[src/rtl/regfile_wb_arbiter_if.sv]
// Writeback bus between the ALU/load requesters, the register-file write port
// and the decode-stage scoreboard lookup.
interface regfile_wb_arbiter_if #(
    parameter int DATA_W = 32,
    parameter int ADDR_W = 5
);
    logic              alu_valid;
    logic              alu_ready;
    logic [ADDR_W-1:0] alu_reg;
    logic [DATA_W-1:0] alu_data;
    logic              mem_valid;
    logic              mem_ready;
    logic [ADDR_W-1:0] mem_reg;
    logic [DATA_W-1:0] mem_data;
    logic              rf_we;
    logic [ADDR_W-1:0] rf_waddr;
    logic [DATA_W-1:0] rf_wdata;
    logic [ADDR_W-1:0] rs_addr;
    logic [ADDR_W-1:0] rt_addr;
    logic              rs_busy;
    logic              rt_busy;
    logic              idle;

    modport slave (
        input  alu_valid, alu_reg, alu_data, mem_valid, mem_reg, mem_data, rs_addr, rt_addr,
        output alu_ready, mem_ready, rf_we, rf_waddr, rf_wdata, rs_busy, rt_busy, idle
    );

    modport master (
        output alu_valid, alu_reg, alu_data, mem_valid, mem_reg, mem_data, rs_addr, rt_addr,
        input  alu_ready, mem_ready, rf_we, rf_waddr, rf_wdata, rs_busy, rt_busy, idle
    );
endinterface

[src/rtl/regfile_wb_arbiter.sv]
// Two 1-entry writeback slots (ALU, load) arbitrated onto one registered
// register-file write port, with a pending-write scoreboard for decode stalls.
module regfile_wb_arbiter #(
    parameter int DATA_W     = 32,
    parameter int ADDR_W     = 5,
    parameter int STARVE_MAX = 3
) (
    input  logic                 clk,
    input  logic                 reset,
    regfile_wb_arbiter_if.slave  bus
);
    typedef enum logic {SLOT_EMPTY = 1'b0, SLOT_FULL = 1'b1} slot_e;

    localparam int SW = (STARVE_MAX < 2) ? 1 : $clog2(STARVE_MAX + 1);
    localparam logic [SW-1:0] STARVE_LIM = SW'(STARVE_MAX);

    slot_e             alu_st_q, alu_st_d, mem_st_q, mem_st_d;
    logic [ADDR_W-1:0] alu_reg_q, alu_reg_d, mem_reg_q, mem_reg_d, waddr_q, waddr_d;
    logic [DATA_W-1:0] alu_data_q, alu_data_d, mem_data_q, mem_data_d, wdata_q, wdata_d;
    logic              we_q, we_d, age_q, age_d;
    logic [SW-1:0]     starve_q, starve_d;

    logic alu_full, mem_full, grant_alu, grant_mem;
    logic alu_xfer, mem_xfer, alu_load, mem_load;

    assign alu_full = (alu_st_q == SLOT_FULL);
    assign mem_full = (mem_st_q == SLOT_FULL);

    // Equal destinations drain oldest-first; age_q set means MEM is the older slot.
    always_comb begin
        grant_alu = 1'b0;
        grant_mem = 1'b0;
        if (alu_full && mem_full) begin
            if (alu_reg_q == mem_reg_q) grant_alu = !age_q;
            else                        grant_alu = (starve_q == STARVE_LIM);
            grant_mem = !grant_alu;
        end else begin
            grant_alu = alu_full;
            grant_mem = mem_full;
        end
    end

    assign bus.alu_ready = !reset && (!alu_full || grant_alu);
    assign bus.mem_ready = !reset && (!mem_full || grant_mem);

    assign alu_xfer = bus.alu_valid && bus.alu_ready;
    assign mem_xfer = bus.mem_valid && bus.mem_ready;
    assign alu_load = alu_xfer && (bus.alu_reg != '0);
    assign mem_load = mem_xfer && (bus.mem_reg != '0);

    always_comb begin
        alu_st_d   = alu_st_q;
        alu_reg_d  = alu_reg_q;
        alu_data_d = alu_data_q;
        mem_st_d   = mem_st_q;
        mem_reg_d  = mem_reg_q;
        mem_data_d = mem_data_q;
        we_d       = grant_alu || grant_mem;
        waddr_d    = waddr_q;
        wdata_d    = wdata_q;
        starve_d   = '0;

        if (alu_load) begin
            alu_st_d   = SLOT_FULL;
            alu_reg_d  = bus.alu_reg;
            alu_data_d = bus.alu_data;
        end else if (alu_xfer || grant_alu) begin
            alu_st_d = SLOT_EMPTY;
        end

        if (mem_load) begin
            mem_st_d   = SLOT_FULL;
            mem_reg_d  = bus.mem_reg;
            mem_data_d = bus.mem_data;
        end else if (mem_xfer || grant_mem) begin
            mem_st_d = SLOT_EMPTY;
        end

        if (grant_alu) begin
            waddr_d = alu_reg_q;
            wdata_d = alu_data_q;
        end else if (grant_mem) begin
            waddr_d = mem_reg_q;
            wdata_d = mem_data_q;
        end

        if (alu_full && !grant_alu)
            starve_d = (starve_q == STARVE_LIM) ? starve_q : starve_q + SW'(1);

        // A same-edge load of both slots also leaves MEM as the older entry.
        age_d = alu_load && (mem_st_d == SLOT_FULL);
    end

    always_ff @(posedge clk) begin
        if (reset) begin
            alu_st_q   <= SLOT_EMPTY;
            alu_reg_q  <= '0;
            alu_data_q <= '0;
            mem_st_q   <= SLOT_EMPTY;
            mem_reg_q  <= '0;
            mem_data_q <= '0;
            we_q       <= 1'b0;
            waddr_q    <= '0;
            wdata_q    <= '0;
            starve_q   <= '0;
            age_q      <= 1'b0;
        end else begin
            alu_st_q   <= alu_st_d;
            alu_reg_q  <= alu_reg_d;
            alu_data_q <= alu_data_d;
            mem_st_q   <= mem_st_d;
            mem_reg_q  <= mem_reg_d;
            mem_data_q <= mem_data_d;
            we_q       <= we_d;
            waddr_q    <= waddr_d;
            wdata_q    <= wdata_d;
            starve_q   <= starve_d;
            age_q      <= age_d;
        end
    end

    assign bus.rf_we    = we_q;
    assign bus.rf_waddr = waddr_q;
    assign bus.rf_wdata = wdata_q;

    assign bus.rs_busy = (bus.rs_addr != '0) &&
                         ((alu_full && alu_reg_q == bus.rs_addr) ||
                          (mem_full && mem_reg_q == bus.rs_addr) ||
                          (we_q && waddr_q == bus.rs_addr));
    assign bus.rt_busy = (bus.rt_addr != '0) &&
                         ((alu_full && alu_reg_q == bus.rt_addr) ||
                          (mem_full && mem_reg_q == bus.rt_addr) ||
                          (we_q && waddr_q == bus.rt_addr));

    assign bus.idle = !alu_full && !mem_full && !we_q;
endmodule

[src/flat_wrapper.sv]
// flat-port wrapper written by rule: the top's interface ports become plain ports
module regfile_wb_arbiter_flat 
#(
    parameter int DATA_W     = 32,
    parameter int ADDR_W     = 5,
    parameter int STARVE_MAX = 3
)
  (clk, reset, bus_alu_valid, bus_alu_reg, bus_alu_data, bus_mem_valid, bus_mem_reg, bus_mem_data, bus_rs_addr, bus_rt_addr, bus_alu_ready, bus_mem_ready, bus_rf_we, bus_rf_waddr, bus_rf_wdata, bus_rs_busy, bus_rt_busy, bus_idle);
  regfile_wb_arbiter_if #(.DATA_W(DATA_W), .ADDR_W(ADDR_W)) bus_i ();
  input  logic clk;
  input  logic reset;
  input wire logic [$bits(bus_i.alu_valid)-1:0] bus_alu_valid;
  input wire logic [$bits(bus_i.alu_reg)-1:0] bus_alu_reg;
  input wire logic [$bits(bus_i.alu_data)-1:0] bus_alu_data;
  input wire logic [$bits(bus_i.mem_valid)-1:0] bus_mem_valid;
  input wire logic [$bits(bus_i.mem_reg)-1:0] bus_mem_reg;
  input wire logic [$bits(bus_i.mem_data)-1:0] bus_mem_data;
  input wire logic [$bits(bus_i.rs_addr)-1:0] bus_rs_addr;
  input wire logic [$bits(bus_i.rt_addr)-1:0] bus_rt_addr;
  output wire logic [$bits(bus_i.alu_ready)-1:0] bus_alu_ready;
  output wire logic [$bits(bus_i.mem_ready)-1:0] bus_mem_ready;
  output wire logic [$bits(bus_i.rf_we)-1:0] bus_rf_we;
  output wire logic [$bits(bus_i.rf_waddr)-1:0] bus_rf_waddr;
  output wire logic [$bits(bus_i.rf_wdata)-1:0] bus_rf_wdata;
  output wire logic [$bits(bus_i.rs_busy)-1:0] bus_rs_busy;
  output wire logic [$bits(bus_i.rt_busy)-1:0] bus_rt_busy;
  output wire logic [$bits(bus_i.idle)-1:0] bus_idle;
  assign bus_i.alu_valid = bus_alu_valid;
  assign bus_i.alu_reg = bus_alu_reg;
  assign bus_i.alu_data = bus_alu_data;
  assign bus_i.mem_valid = bus_mem_valid;
  assign bus_i.mem_reg = bus_mem_reg;
  assign bus_i.mem_data = bus_mem_data;
  assign bus_i.rs_addr = bus_rs_addr;
  assign bus_i.rt_addr = bus_rt_addr;
  assign bus_alu_ready = bus_i.alu_ready;
  assign bus_mem_ready = bus_i.mem_ready;
  assign bus_rf_we = bus_i.rf_we;
  assign bus_rf_waddr = bus_i.rf_waddr;
  assign bus_rf_wdata = bus_i.rf_wdata;
  assign bus_rs_busy = bus_i.rs_busy;
  assign bus_rt_busy = bus_i.rt_busy;
  assign bus_idle = bus_i.idle;
  regfile_wb_arbiter #(.DATA_W(DATA_W), .ADDR_W(ADDR_W), .STARVE_MAX(STARVE_MAX)) u_core (.clk(clk), .reset(reset), .bus(bus_i));
endmodule
[config.mk]
export PLATFORM = sky130hd
export DESIGN_NAME = regfile_wb_arbiter_flat
export DESIGN_NICKNAME = d
export VERILOG_FILES = /design/src/rtl/regfile_wb_arbiter_if.sv /design/src/rtl/regfile_wb_arbiter.sv /design/src/flat_wrapper.sv
export SDC_FILE = /design/constraint.sdc
export NUM_CORES = 1
export LEC_CHECK = 0
export BUFFER_PORTS_ARGS = -buffer_cell sky130_fd_sc_hd__buf_2
export CELL_PAD_IN_SITES_DETAIL_PLACEMENT = 2
export CELL_PAD_IN_SITES_GLOBAL_PLACEMENT = 2
export CORE_ASPECT_RATIO = 1.4
export CORE_MARGIN = 2
export CORE_UTILIZATION = 36
export DETAILED_ROUTE_END_ITERATION = 16
export GPL_TIMING_DRIVEN = 0
export HOLD_SLACK_MARGIN = 0.12
export PLACE_DENSITY = 0.85
export SYNTH_ARGS = -nofsm -noshare
export SYNTH_HDL_FRONTEND = slang
export SYNTH_SLANG_ARGS = --single-unit
[constraint.sdc]
create_clock -name clk -period 3.4 [get_ports clk]
set_input_delay 1.02 -clock clk [delete_from_list [all_inputs] [get_ports clk]]
set_output_delay 1.02 -clock clk [all_outputs]
set_load 0.03 [all_outputs]
# After elaboration in Yosys (flattened, before gate mapping)
# Cells that the tools add are included.
[totals] regBits=117 input_bits=88 out_inout_bits=43 elab_cells=75
[classes] n_addsub=1 eq_ne=8 n_mux=12 bitwise=1 reduce_logical=42
[ops] cell="two-way mux 32 bit" count=2
[ops] cell="equality test 5 bit" count=7
[ops] cell="nonzero test 5 bit" count=4
[ops] cell="logical AND 1 bit" count=19
[ops] cell="two-way mux 5 bit" count=2
[ops] cell="logical OR 1 bit" count=9
[ops] cell="two-way mux 1 bit" count=8
[ops] cell="logical NOT 1 bit" count=7
[ops] cell="nonzero test 2 bit" count=2
[ops] cell="adder 2 x 1 -> 2 bit (second input constant)" count=1
[ops] cell="equality test 2 bit (second input constant)" count=1
[ops] cell="OR reduction 2 bit" count=1
[ops] cell="NOT 1 bit" count=1

# Depth between registers and ports, before layout
[logic_depth] ltp_word=12 ltp_mapped=9 mapped_depth_nobuf=6

# Worst setup path after synthesis
# No wires, ideal clock.
[synth_timing] kind="input to output" start="input port reset" end="output port bus_mem_ready" arrival_time_ps=2269 required_ps=2380 slack_ps=111 path_stages=4 n_path_buf=3 path_cell_list="clkbuf_1 > clkbuf_1 > clkbuf_1 > nor3_1"
[synth_between] elab_chain_cells=2
[synth_rtl] item="start: declaration" line="flat_wrapper.sv:11" rtl="input logic reset;"
[synth_rtl] item="logical NOT 1 bit" line="regfile_wb_arbiter.sv:44" rtl="assign bus.mem_ready = !reset && (!mem_full || grant_mem);"
[synth_rtl] item="logical AND 1 bit" line="regfile_wb_arbiter.sv:44"
[synth_rtl] item="end: declaration" line="flat_wrapper.sv:21" rtl="output wire logic [$bits(bus_i.mem_ready)-1:0] bus_mem_ready;"
# Every way passes these cells.

# Worst setup path after layout
[layout_timing] start="input port reset" end="output port bus_alu_ready"
[layout_between] elab_chain_cells=2
[layout_rtl] item="logical NOT 1 bit" line="regfile_wb_arbiter.sv:43" rtl="assign bus.alu_ready = !reset && (!alu_full || grant_alu);"
[layout_rtl] item="logical AND 1 bit" line="regfile_wb_arbiter.sv:43"
[layout_rtl] item="end: declaration" line="flat_wrapper.sv:20" rtl="output wire logic [$bits(bus_i.alu_ready)-1:0] bus_alu_ready;"
# Every way passes these cells.

==> metrics.cfg <==
[clock_network]
clk_transition_reported_paths_ps = 50
worstSkewPairLatency_ps = 430
cts_setup_buffers = 0
numCtsBuffers = 17
cts_tree = done
clock-root-buffer = clkbuf_16
cts-htree-levels = 4
clock_sinks = 117
cts_max_path_buffers = 2

[logic_synthesis]
synth_top_family_by_area = simple AND/OR/NAND/NOR gates
synth_compound_area_frac = 0.1440
syn_avg_cell_area_um2 = 8.935
yosys-top-cells-area = dfxtp_1 (34%), mux2i_1 (19%), nand2b_1 (13%)
ys.flop_type = dfxtp_1
synth_cell_types = 39
syn-instance-count = 773
synth_simple_gate_area_frac = 0.2168
yosys.area_share.adder = 0.001812
syn_area_um2 = 6907
async_flop_share = 0
synth_top_cell_by_area = dfxtp_1
ys_seq_area_frac = 0.3391
synth_top_area_frac = 0.3391
syn_nets = 862
synth_xor_area_frac = 0.04565
ys_seq_elements = 117
yosys_warnings = 0
muxShareOfSynthArea = 0.2029
synth-edff-count = 0

[setup_path]
start_kind = input port
crit_family = buffers and inverters
path_class = in2out
timing.critical_path.mode_cell = buf_2
path_buf_inv = 4
cpPeakStageDelay_ps = 340
critPathRequiredTime_ps = 2380
critical_path_arrival_ps = 2280
crit_chain = clkbuf_1 > clkbuf_4 > buf_2 > nor2_1 > buf_2
worst_path_max_delay_cell = clkbuf_4
crit_fanout = 10
cp-end-kind = primary output

[timing]
finalClockSkew_ps = 6.788
holdWs_ps = 491.6
min_period_ps = 3295
tightest_slew_ps = 958.2
hold_violations = 0
setup_viol = 0
max_freq_mhz = 303.5
maxSlewHeadroom = 0.3563
finalMaxSlewViolations = 0
period_share = 0.9692

[power]
p_leak_nw = 3.596
vdd_drop_max_mv = 0.3525
power_density_nw_per_um2 = 499.7

[floorplanning]
initial_core_util = 0.3698
ios = 131
core_um2 = 18680
die-area_um2 = 20320
dieHeight_um = 167.9
core.rowCount = 59
die_x_um = 121.1

[drt]
vias_per_cell = 5.559
dr.pass1.iters = 4
antenna_left = 0
vias = 6537
wire_per_inst_um = 22.30
drc_errors = 0
drt_wl_total_um = 26220
drtIter0Drc = 298

[cells_and_area]
finish.utilization = 0.4550
synthToLayoutAreaGrowth_pct = 23.04
n_antenna_cell = 0
regArea_um2 = 2342
drive_gt1_frac = 0.2167
finalNetCount = 1008
fill_cells = 2059
multi_input_area_um2 = 4237

[global_routing]
grt_util_all_layers = 0.2635
antenna_found_initial = 0
grt_max_degree = 20
grt_pass1_wl_um = 41070
grt_overflow = 0
grt_pass1_vias = 7305

[run_status]
status = completed

[placement]
io_buffer_count = 129
place.gp.congestion = 0.7825
dp_hpwl_um = 18010

[min_path]
hold_class = reg2reg

[flow_run]
maxCapViolCount = 0

through the flow:
step | cells | setup TNS (ps) | area [um2] | power (mW) | setup WS [ps]
after floorplan | 773 | 0 | 6907 | 2.083 | 111.1
after global routing | 1176 | -1.276 | 8498 | 4.399 | -1.276
final | 1176 | 0 | 8498 | 4.247 | 104.8
after detailed placement | 1146 | -1060 | 7858 | 2.364 | -452.4
after global placement | 1146 | -719.9 | 7858 | 2.330 | -390.7
after CTS | 1177 | 0 | 8484 | 4.264 | 21.75
cells by family (layout without fill, tap and decap cells):
logic type	count (synthesis)	in the layout
xor gates and xnor gates	36	36
buffers and inverters	71	230
AOI/OAI and AO/OA	146	146
muxes	139	139
adders and majority gates	1	1
and+or+nand+nor	263	263
DFF	117	117
synthesized netlist by cell type (2+ instances only):
cell / number
nand2_1: 36
nand3_1: 33
and3_1: 5
nand2b_1: 143
buf_1: 9
o21ai_1: 4
xnor2_1: 11
a21oi_1: 34
o21ai_0: 33
buf_2: 10
mux2i_1: 131
mux2_2: 8
dfxtp_1: 117
nor3_1: 10
nor2_1: 8
o22a_1: 29
o31ai_1: 2
nand4_1: 4
nor4_1: 14
a31oi_1: 11
or4_1: 4
clkbuf_1: 41
a22o_1: 29
buf_6: 8
xor2_1: 25
registers in the layout (all words and copies together) (netlist names):
register and count:
u_core.alu_data_q 32, u_core.bus.rf_wdata 32, u_core.mem_data_q 32, u_core.alu_reg_q 5
u_core.bus.rf_waddr 5, u_core.mem_reg_q 5, u_core.starve_q 2, u_core.age_q 1
u_core.alu_full 1, u_core.bus.rf_we 1, u_core.mem_full 1
worst paths after layout:
check	startpoint	endpoint	slack, ps	cells after the start
setup / recovery	reset	bus_alu_ready	100	5
hold / removal	u_core.alu_data_q[10]	u_core.alu_data_q[10]	490	2
setup reg to reg	u_core.mem_full	u_core.bus.rf_waddr[3]	650	6
hold reg to reg	u_core.alu_data_q[10]	u_core.alu_data_q[10]	490	2
worst register-to-register path: cells and delay by family, from the launching register on:
kind | cells | cell delay, ps
AOI/OAI and AO/OA | 2 | 780
buffers and inverters | 2 | 930
DFF | 1 | 400
and+or+nand+nor | 2 | 500
timing repair:
item / in CTS / in global routing
gates resized for setup: 8 / 8
hold buffers: 0 / 0
setup endpoints to repair: 5 / 4
cell type report:
| cell class | count | area share |
|---|---|---|
| multi-input combinational | 585 | 0.4985 |
| sequential | 117 | 0.2756 |
| timing repair buffer | 129 | 0.07597 |
| clock buffer | 20 | 0.05492 |
| buffer | 67 | 0.04019 |
| tap | 244 | 0.03592 |
| clock inverter | 12 | 0.01796 |
| inverter | 2 | 0.0008834 |
where the power goes:
group / total (mW) / internal, mW / switching (mW)
Sequential: 1.57 / 1.47 / 0.105
Combinational: 0.789 / 0.318 / 0.471
Clock: 1.89 / 1.21 / 0.681
Total: 4.25 / 2.99 / 1.26
per-layer routing:
| metal | global-route usage | vias to the layer above | wire (um) |
|---|---|---|---|
| met1 | 0.2946 | 3272 | 10530 |
| met2 | 0.4805 | 163 | 13870 |
| li1 | - | 3042 | - |
| met5 | 0 | - | 0 |
| met4 | 0.1117 | 0 | 937 |
| met3 | 0.04946 | 60 | 882 |
layout by cell type, fill, tap and decap left out, types with 10 or more instances in the layout:
| cell type | netlist | layout |
|---|---|---|
| nor4_1 | 14 | 13 |
| clkbuf_16 | 0 | 17 |
| dfxtp_1 | 117 | 117 |
| a21oi_1 | 34 | 34 |
| xor2_1 | 25 | 25 |
| nand2_1 | 36 | 36 |
| nor3_1 | 10 | 10 |
| mux2i_1 | 131 | 131 |
| xnor2_1 | 11 | 11 |
| nand3_1 | 33 | 32 |
| o21ai_0 | 33 | 32 |
| o22a_1 | 29 | 29 |
| buf_2 | 10 | 140 |
| a22o_1 | 29 | 29 |
| nand2b_1 | 143 | 143 |
| a31oi_1 | 11 | 11 |
| clkbuf_1 | 41 | 33 |
Note: power is estimated with default switching activity, not from simulation.
